**src/rtl/qei_decoder.sv**
```systemverilog
// qei_decoder: quadrature encoder interface: sync + glitch filter, 4x decode,
// index latch, Avalon-MM slave. Optional index-zero feature: QEI_INDEX_ZERO_EN.
//
// state  | meaning
// SETTLE | after reset; prev-state tracks filtered inputs, no steps/errors/index
// RUN    | primed; steps, quad errors and index edges are acted on
module qei_decoder #(
   parameter int CNT_W       = 32,
   parameter int SYNC_STAGES = 2,
   parameter int FILT_LEN    = 4
) (
   input  logic             clk,
   input  logic             reset_n,
   input  logic             enc_a,
   input  logic             enc_b,
   input  logic             enc_z,
   input  logic [1:0]       avs_address,
   input  logic             avs_read,
   input  logic             avs_write,
   input  logic [31:0]      avs_writedata,
   output logic [31:0]      avs_readdata,
   output logic [CNT_W-1:0] count,
   output logic             index_irq
);

   localparam int            FW        = 8;
   localparam logic [FW-1:0] FILT_LOAD = FW'(FILT_LEN - 1);

   localparam logic [1:0] ADDR_COUNT  = 2'd0;
   localparam logic [1:0] ADDR_LATCH  = 2'd1;
   localparam logic [1:0] ADDR_STATUS = 2'd2;
   localparam logic [1:0] ADDR_CTRL   = 2'd3;

`ifdef QEI_INDEX_ZERO_EN
   localparam logic [2:0] CTRL_MASK = 3'b111;
`else
   localparam logic [2:0] CTRL_MASK = 3'b011;
`endif

   typedef enum logic {
      ST_SETTLE = 1'b0,
      ST_RUN    = 1'b1
   } state_t;

   state_t        state_q, state_d;
   logic [FW-1:0] settle_q, settle_d;
   logic          primed;

   logic [2:0]    sync_q [SYNC_STAGES];
   logic [2:0]    synced;
   logic [2:0]    filt_q;
   logic [FW-1:0] filt_cnt [3];
   logic [2:0]    idle;

   logic [1:0]       prev_ab_q;
   logic             z_prev_q;
   logic [1:0]       ab_f;
   logic [1:0]       pos_diff;
   logic             step_fwd, step_rev, step_inc, step_dec;
   logic             quad_err_set, z_rise;

   logic [CNT_W-1:0] count_q;
   logic [CNT_W-1:0] latch_q;
   logic             dir_q;
   logic             quad_err_q;
   logic             index_seen_q;
   logic [2:0]       ctrl_q;
   logic             enable, invert;

   logic             wr_count, wr_status, wr_ctrl;
   logic [31:0]      count_ext, latch_ext, rd_mux;

   // Channel order in all 3-bit vectors: {z, b, a}
   always_ff @(posedge clk or negedge reset_n) begin
      if (!reset_n) begin
         for (int i = 0; i < SYNC_STAGES; i++) sync_q[i] <= '0;
      end else begin
         sync_q[0] <= {enc_z, enc_b, enc_a};
         for (int i = 1; i < SYNC_STAGES; i++) sync_q[i] <= sync_q[i-1];
      end
   end

   assign synced = sync_q[SYNC_STAGES-1];

   // Down-counter per channel, reloaded while input agrees with the filtered value
   always_ff @(posedge clk or negedge reset_n) begin
      if (!reset_n) begin
         filt_q <= '0;
         for (int c = 0; c < 3; c++) filt_cnt[c] <= '0;
      end else begin
         for (int c = 0; c < 3; c++) begin
            if (synced[c] == filt_q[c]) begin
               filt_cnt[c] <= FILT_LOAD;
            end else if (filt_cnt[c] == '0) begin
               filt_q[c]   <= synced[c];
               filt_cnt[c] <= FILT_LOAD;
            end else begin
               filt_cnt[c] <= filt_cnt[c] - 1'b1;
            end
         end
      end
   end

   assign idle = synced ~^ filt_q;

   always_ff @(posedge clk or negedge reset_n) begin
      if (!reset_n) begin
         state_q  <= ST_SETTLE;
         settle_q <= '0;
      end else begin
         state_q  <= state_d;
         settle_q <= settle_d;
      end
   end

   always_comb begin
      state_d  = state_q;
      settle_d = settle_q;
      case (state_q)
         ST_SETTLE: begin
            if (idle != 3'b111)          settle_d = '0;
            else if (settle_q == FILT_LOAD) state_d = ST_RUN;
            else                         settle_d = settle_q + 1'b1;
         end
         default: ;
      endcase
   end

   assign primed = (state_q == ST_RUN);

   // Gray-coded {A,B} to position around the cycle 00 -> 10 -> 11 -> 01
   function automatic logic [1:0] gray_pos(input logic [1:0] ab);
      case (ab)
         2'b00:   gray_pos = 2'd0;
         2'b10:   gray_pos = 2'd1;
         2'b11:   gray_pos = 2'd2;
         default: gray_pos = 2'd3;
      endcase
   endfunction

   assign ab_f     = {filt_q[0], filt_q[1]};
   assign pos_diff = gray_pos(ab_f) - gray_pos(prev_ab_q);
   assign enable   = ctrl_q[0];
   assign invert   = ctrl_q[1];

   assign step_fwd     = primed && (pos_diff == 2'd1);
   assign step_rev     = primed && (pos_diff == 2'd3);
   assign quad_err_set = primed && (pos_diff == 2'd2);
   assign step_inc     = invert ? step_rev : step_fwd;
   assign step_dec     = invert ? step_fwd : step_rev;
   assign z_rise       = primed && filt_q[2] && !z_prev_q;

   assign wr_count  = avs_write && (avs_address == ADDR_COUNT);
   assign wr_status = avs_write && (avs_address == ADDR_STATUS);
   assign wr_ctrl   = avs_write && (avs_address == ADDR_CTRL);

   // Previous state follows the filtered inputs in every state and enable setting
   always_ff @(posedge clk or negedge reset_n) begin
      if (!reset_n) begin
         prev_ab_q <= '0;
         z_prev_q  <= 1'b0;
      end else begin
         prev_ab_q <= ab_f;
         z_prev_q  <= filt_q[2];
      end
   end

   always_ff @(posedge clk or negedge reset_n) begin
      if (!reset_n) begin
         count_q <= '0;
      end else if (wr_count) begin
         count_q <= avs_writedata[CNT_W-1:0];
`ifdef QEI_INDEX_ZERO_EN
      end else if (z_rise && ctrl_q[2]) begin
         count_q <= '0;
`endif
      end else if (enable && step_inc) begin
         count_q <= count_q + CNT_W'(1);
      end else if (enable && step_dec) begin
         count_q <= count_q - CNT_W'(1);
      end
   end

   always_ff @(posedge clk or negedge reset_n) begin
      if (!reset_n) begin
         dir_q        <= 1'b0;
         latch_q      <= '0;
         quad_err_q   <= 1'b0;
         index_seen_q <= 1'b0;
         ctrl_q       <= 3'b001;
      end else begin
         if (enable && step_inc)      dir_q <= 1'b1;
         else if (enable && step_dec) dir_q <= 1'b0;

         if (z_rise) latch_q <= count_q;

         if (quad_err_set)                     quad_err_q <= 1'b1;
         else if (wr_status && avs_writedata[2]) quad_err_q <= 1'b0;

         if (z_rise)                             index_seen_q <= 1'b1;
         else if (wr_status && avs_writedata[1]) index_seen_q <= 1'b0;

         if (wr_ctrl) ctrl_q <= avs_writedata[2:0] & CTRL_MASK;
      end
   end

   assign count_ext = 32'(signed'(count_q));
   assign latch_ext = 32'(signed'(latch_q));

   always_comb begin
      rd_mux = '0;
      case (avs_address)
         ADDR_COUNT:  rd_mux = count_ext;
         ADDR_LATCH:  rd_mux = latch_ext;
         ADDR_STATUS: rd_mux = {26'b0, filt_q[2], filt_q[1], filt_q[0],
                                quad_err_q, index_seen_q, dir_q};
         ADDR_CTRL:   rd_mux = {29'b0, ctrl_q};
         default:     rd_mux = '0;
      endcase
   end

   // Read data samples pre-write state, so a same-cycle write is not visible
   always_ff @(posedge clk or negedge reset_n) begin
      if (!reset_n)      avs_readdata <= '0;
      else if (avs_read) avs_readdata <= rd_mux;
   end

   assign count     = count_q;
   assign index_irq = index_seen_q;

endmodule

```
**config.mk**
```make
export PLATFORM = sky130hd
export DESIGN_NAME = qei_decoder
export DESIGN_NICKNAME = d
export VERILOG_FILES = /design/src/rtl/qei_decoder.sv
export SDC_FILE = /design/constraint.sdc
export NUM_CORES = 1
export LEC_CHECK = 0
export ABC_AREA = 1
export CAP_MARGIN = 10
export CORE_UTILIZATION = 50
export DETAILED_ROUTE_END_ITERATION = 12
export MAX_ROUTING_LAYER = met4
export PLACE_DENSITY = 0.76
export SETUP_SLACK_MARGIN = 0.02
export SYNTH_ARGS = -nofsm -noshare
export SYNTH_HDL_FRONTEND = slang
export SYNTH_SLANG_ARGS = --single-unit
```
**constraint.sdc**
```tcl
create_clock -name clk -period 8.3 [get_ports clk]
set_input_delay 1.66 -clock clk [delete_from_list [all_inputs] [get_ports clk]]
set_output_delay 1.66 -clock clk [all_outputs]
set_load 0.05 [all_outputs]
```
==> out/results.tsv <==
stage	metric	value	unit
status	status	completed	
timing	Slew @ Worst Pin	1.029	ns
timing	Achievable Freq	234.2	MHz
placed_design	Post-DP HPWL	18.03	mm
timing	RSZ-0062 raised after global routing	no	
worst_setup_path	Crit path largest cell delay	0.70	ns
final_layout	commonest cells after routing, fill and taps aside	nand2_1 (355), inv_1 (173), dfrtp_1 (145)	
global_route	global-route wire length before repair	39.83	mm
global_route	initial antenna violation count	0	
logic_synthesis	top post-synthesis cells by area	dfrtp_1 (41%), nand2_1 (15%), inv_1 (7.4%), ha_1 (6.1%), a21oi_1 (5.5%)	
cts	clock root buffer	clkbuf_16	
final_layout	fin nets	1393	
power_and_ir_drop	P_int	0.002120	W
logic_synthesis	sequential area share after synthesis	41.67	%
logic_synthesis	Yosys warnings	0	
routing	Post-Route WL	24.53	mm
final_layout	most common cell after layout, fill and taps aside	nand2_1	
routing	Via-to-Cell Ratio	5.308	
logic_synthesis	post-synth top area share	41.37	%
timing	Rel. slew slack	30.97	%
timing	Setup violations, final	0	
cts	number of CTS-inserted buffers	17	
final_layout	Layout fillers	1502	
timing	final hold vios	0	
routing	via count	8201	
floorplanning	Die W	134.4	um
power_and_ir_drop	clock power share	19.0	%
global_route	total grt overflow	0	
logic_synthesis	Post-Synthesis Cells	1207	
floorplanning	# rows	48	
logic_synthesis	synth unique cells	44	
floorplanning	Die Ht	134.4	um
timing	Hold Slack	0.3500	ns
power_and_ir_drop	Sw Share	48.30	%
floorplanning	Starting Density	50.89	%
cts	Clock Pin Slew Worst Setup and Hold Paths	0.06	ns
timing	period utilization	51.45	%
worst_setup_path	Slowest cell on crit path	nor2_4	
worst_hold_path	HP Class	reg2reg	
worst_setup_path	Setup CP Type	in2reg	
final_layout	Area Overhead vs Synth	21.06	%
cts	setup bufs post-CTS	0	
logic_synthesis	async set-reset flop share out of synthesis	100.0	%
power_and_ir_drop	maximum vdd ir drop	0.2293	mV
floorplanning	Die ar.	0.01808	sq mm
power_and_ir_drop	Leakage	5.399	nW
logic_synthesis	Avg Inst Size Synth	7.267	sq um
cts	Hold Buf Count CTS	0	
power_and_ir_drop	combinational power share	53.4	%
worst_setup_path	Worst EP arrival	4.60	ns
worst_setup_path	cell mode on critical path	inv_2	
placed_design	IO buf count	105	
worst_setup_path	CP endpoint kind	flip-flop	
final_layout	number of diodes	0	
final_layout	fin cells	1545	
worst_setup_path	crit path cell chain	clkdlybuf4s50_1 -> nor2_4 -> inv_2 -> nor2_8 -> inv_2 -> nand2_4 -> inv_2 -> a22oi_1	
routing	Post-route DRC	0	
final_layout	fraction of layout cells with a size suffix above 1	5.227	%
logic_synthesis	area leader, netlist	dfrtp_1	
timing	Final min period	4.270	ns
routing	Routed Antenna Nets	0	
logic_synthesis	Post-synth EDFFs	0	
cts	CTS H-tree depth	4	
worst_setup_path	Critical Path RT	8.63	ns
power_and_ir_drop	Psw	0.001980	W
floorplanning	I/O pin cnt	106	
routing	DR pass1 iterations	7	
job	Max-cap violations	0	
logic_synthesis	Cell Area, Synth	0.008771	sq mm
logic_synthesis	post-synthesis register bit count	146	
cts	Worst-Skew Late Latency	0.42	ns
routing	Initial DRC Count	730	
placed_design	Placed Instances	1514	
power_and_ir_drop	P per Cell Area	386.1	mW/mm^2
global_route	vias in the first global route	7905	
cts	Clock Path Buffers	2	
worst_setup_path	Crit Path Max Fanout	34	
routing	WL per Instance	15.88	um
logic_synthesis	prevailing post-synth register cell	dfrtp_1	
global_route	largest net degree at the start of global routing	86	
power_and_ir_drop	Seq pwr share	27.6	%
global_route	all-layer global routing usage	29.09	%
cts	cts repair resizes	0	
worst_setup_path	R2R Setup Slk	4.46	ns
placed_design	GPL Wtd Cong	1.001	
logic_synthesis	syn_nets	1292	
floorplanning	core area	0.01724	sq mm
timing	total negative setup slack	0	ns
timing	Max Slew Vio Count	0	
cts	CTS tree	built	
timing	Layout Skew	0.009378	ns
worst_setup_path	crit path launch type	input pin	
cts	clock sink count	146	
==> worst max-delay path: cells and delay by family <==
family,cells,cell delay [ns]
compound gates,1,0.23
simple gates,3,1.39
buf+inv,4,1.29
==> cell type report <==
cell class,count,area [sq um],area share [%]
multi-input cells,853,4317,40.66
flip-flops and latches,146,3655,34.42
repair buffers,110,1090,10.26
inverters,180,675.6,6.363
clock buffers,19,442.9,4.172
well taps,225,281.5,2.651
clock inverters,12,156.4,1.473
==> registers in the layout, summed over array words and instances, names as in the netlist <==
register      count
avs_readdata     32
count            32
ctrl_q            2
dir_q             1
filt_cnt         24
filt_q            3
index_irq         1
latch_ext        32
prev_ab_q         2
primed            1
quad_err_q        1
settle_q          8
sync_q            3
synced            3
z_prev_q          1
==> power by group through the flow <==
stage | Combinational (W) | Sequential (W) | Clock (W)
2_1_floorplan | 0.00127 | 0.00136 | 0
3_3_place_gp | 0.00213 | 0.00113 | 0
6_report | 0.00219 | 0.00113 | 0.000778
5_1_grt | 0.00244 | 0.00115 | 0.000815
4_1_cts | 0.00217 | 0.00112 | 0.000785
3_5_place_dp | 0.00216 | 0.00113 | 0
==> metal layers <==
layer / part of all wire (%) / wire length [um] / up-vias / track usage [%]
met5: 0 / 0 / - / -
met4: 2.0 / 483 / 0 / 8.926
met3: 4.9 / 1203 / 35 / 3.477
met2: 48 / 11740 / 216 / 46.43
met1: 45 / 11100 / 3895 / 38.84
li1: - / - / 4055 / -
==> synth_stat cells, types with 2 or more instances <==
| library cell | number |
|---|---|
| a21oi_1 | 97 |
| xnor2_1 | 6 |
| nand2_2 | 4 |
| nand3_1 | 57 |
| inv_2 | 6 |
| nor2_4 | 2 |
| inv_1 | 173 |
| a31oi_1 | 6 |
| nand2_1 | 355 |
| buf_4 | 2 |
| nand3b_1 | 2 |
| o21bai_1 | 7 |
| dfrtp_1 | 145 |
| a22oi_1 | 4 |
| o21bai_2 | 2 |
| mux2_2 | 5 |
| buf_2 | 11 |
| nor2_1 | 110 |
| o21ai_0 | 79 |
| a221oi_2 | 2 |
| nor4_1 | 4 |
| nor3_1 | 14 |
| xor2_1 | 15 |
| o21ai_1 | 5 |
| ha_1 | 43 |
| or2_2 | 4 |
| a221oi_1 | 4 |
| nand4_1 | 9 |
| o22ai_1 | 3 |
| o211ai_1 | 3 |
| clkbuf_1 | 15 |
==> logic make-up after synthesis <==
kind of cell | count (synthesis) | share of synthesized area (%)
muxes | 5 | 0.6419
buffers and inverters | 208 | 9.144
xor gates and xnor gates | 21 | 2.097
AOI/OAI and AO/OA | 214 | 13.35
and+or+nand+nor | 569 | 26.73
adders and majority gates | 44 | 6.362
DFF | 146 | 41.67
==> through the flow <==
| step | setup WS [ns] | power [W] | util [%] | cell area [sq um] |
|---|---|---|---|---|
| after global placement | 3.753 | 0.003258 | 58.12 | 10020 |
| after floorplan | 4.468 | 0.002626 | - | 8771 |
| after detailed placement | 3.682 | 0.003287 | 58.12 | 10020 |
| after CTS | 4.066 | 0.004082 | 61.60 | 10620 |
| after global routing | 3.790 | 0.004403 | 61.60 | 10620 |
| final | 4.030 | 0.004100 | 61.60 | 10620 |
==> final timing paths <==
check | start | to | cells after the start
hold / removal | sync_q[5]$_DFF_PN0_ | synced[2]$_DFF_PN0_ | 0
max in group asynchronous | reset_n | latch_ext[21]$_DFFE_PN0P_ | 2
min in group asynchronous | reset_n | filt_cnt[20]$_DFF_PN0_ | 1
hold reg to reg | sync_q[5]$_DFF_PN0_ | synced[2]$_DFF_PN0_ | 0
setup / recovery | avs_address[1] | count[6]$_DFFE_PN0P_ | 8
setup reg to reg | filt_q[0]$_DFFE_PN0P_ | count[22]$_DFFE_PN0P_ | 20
No activity file was read; power rests on OpenSTA's default activity.
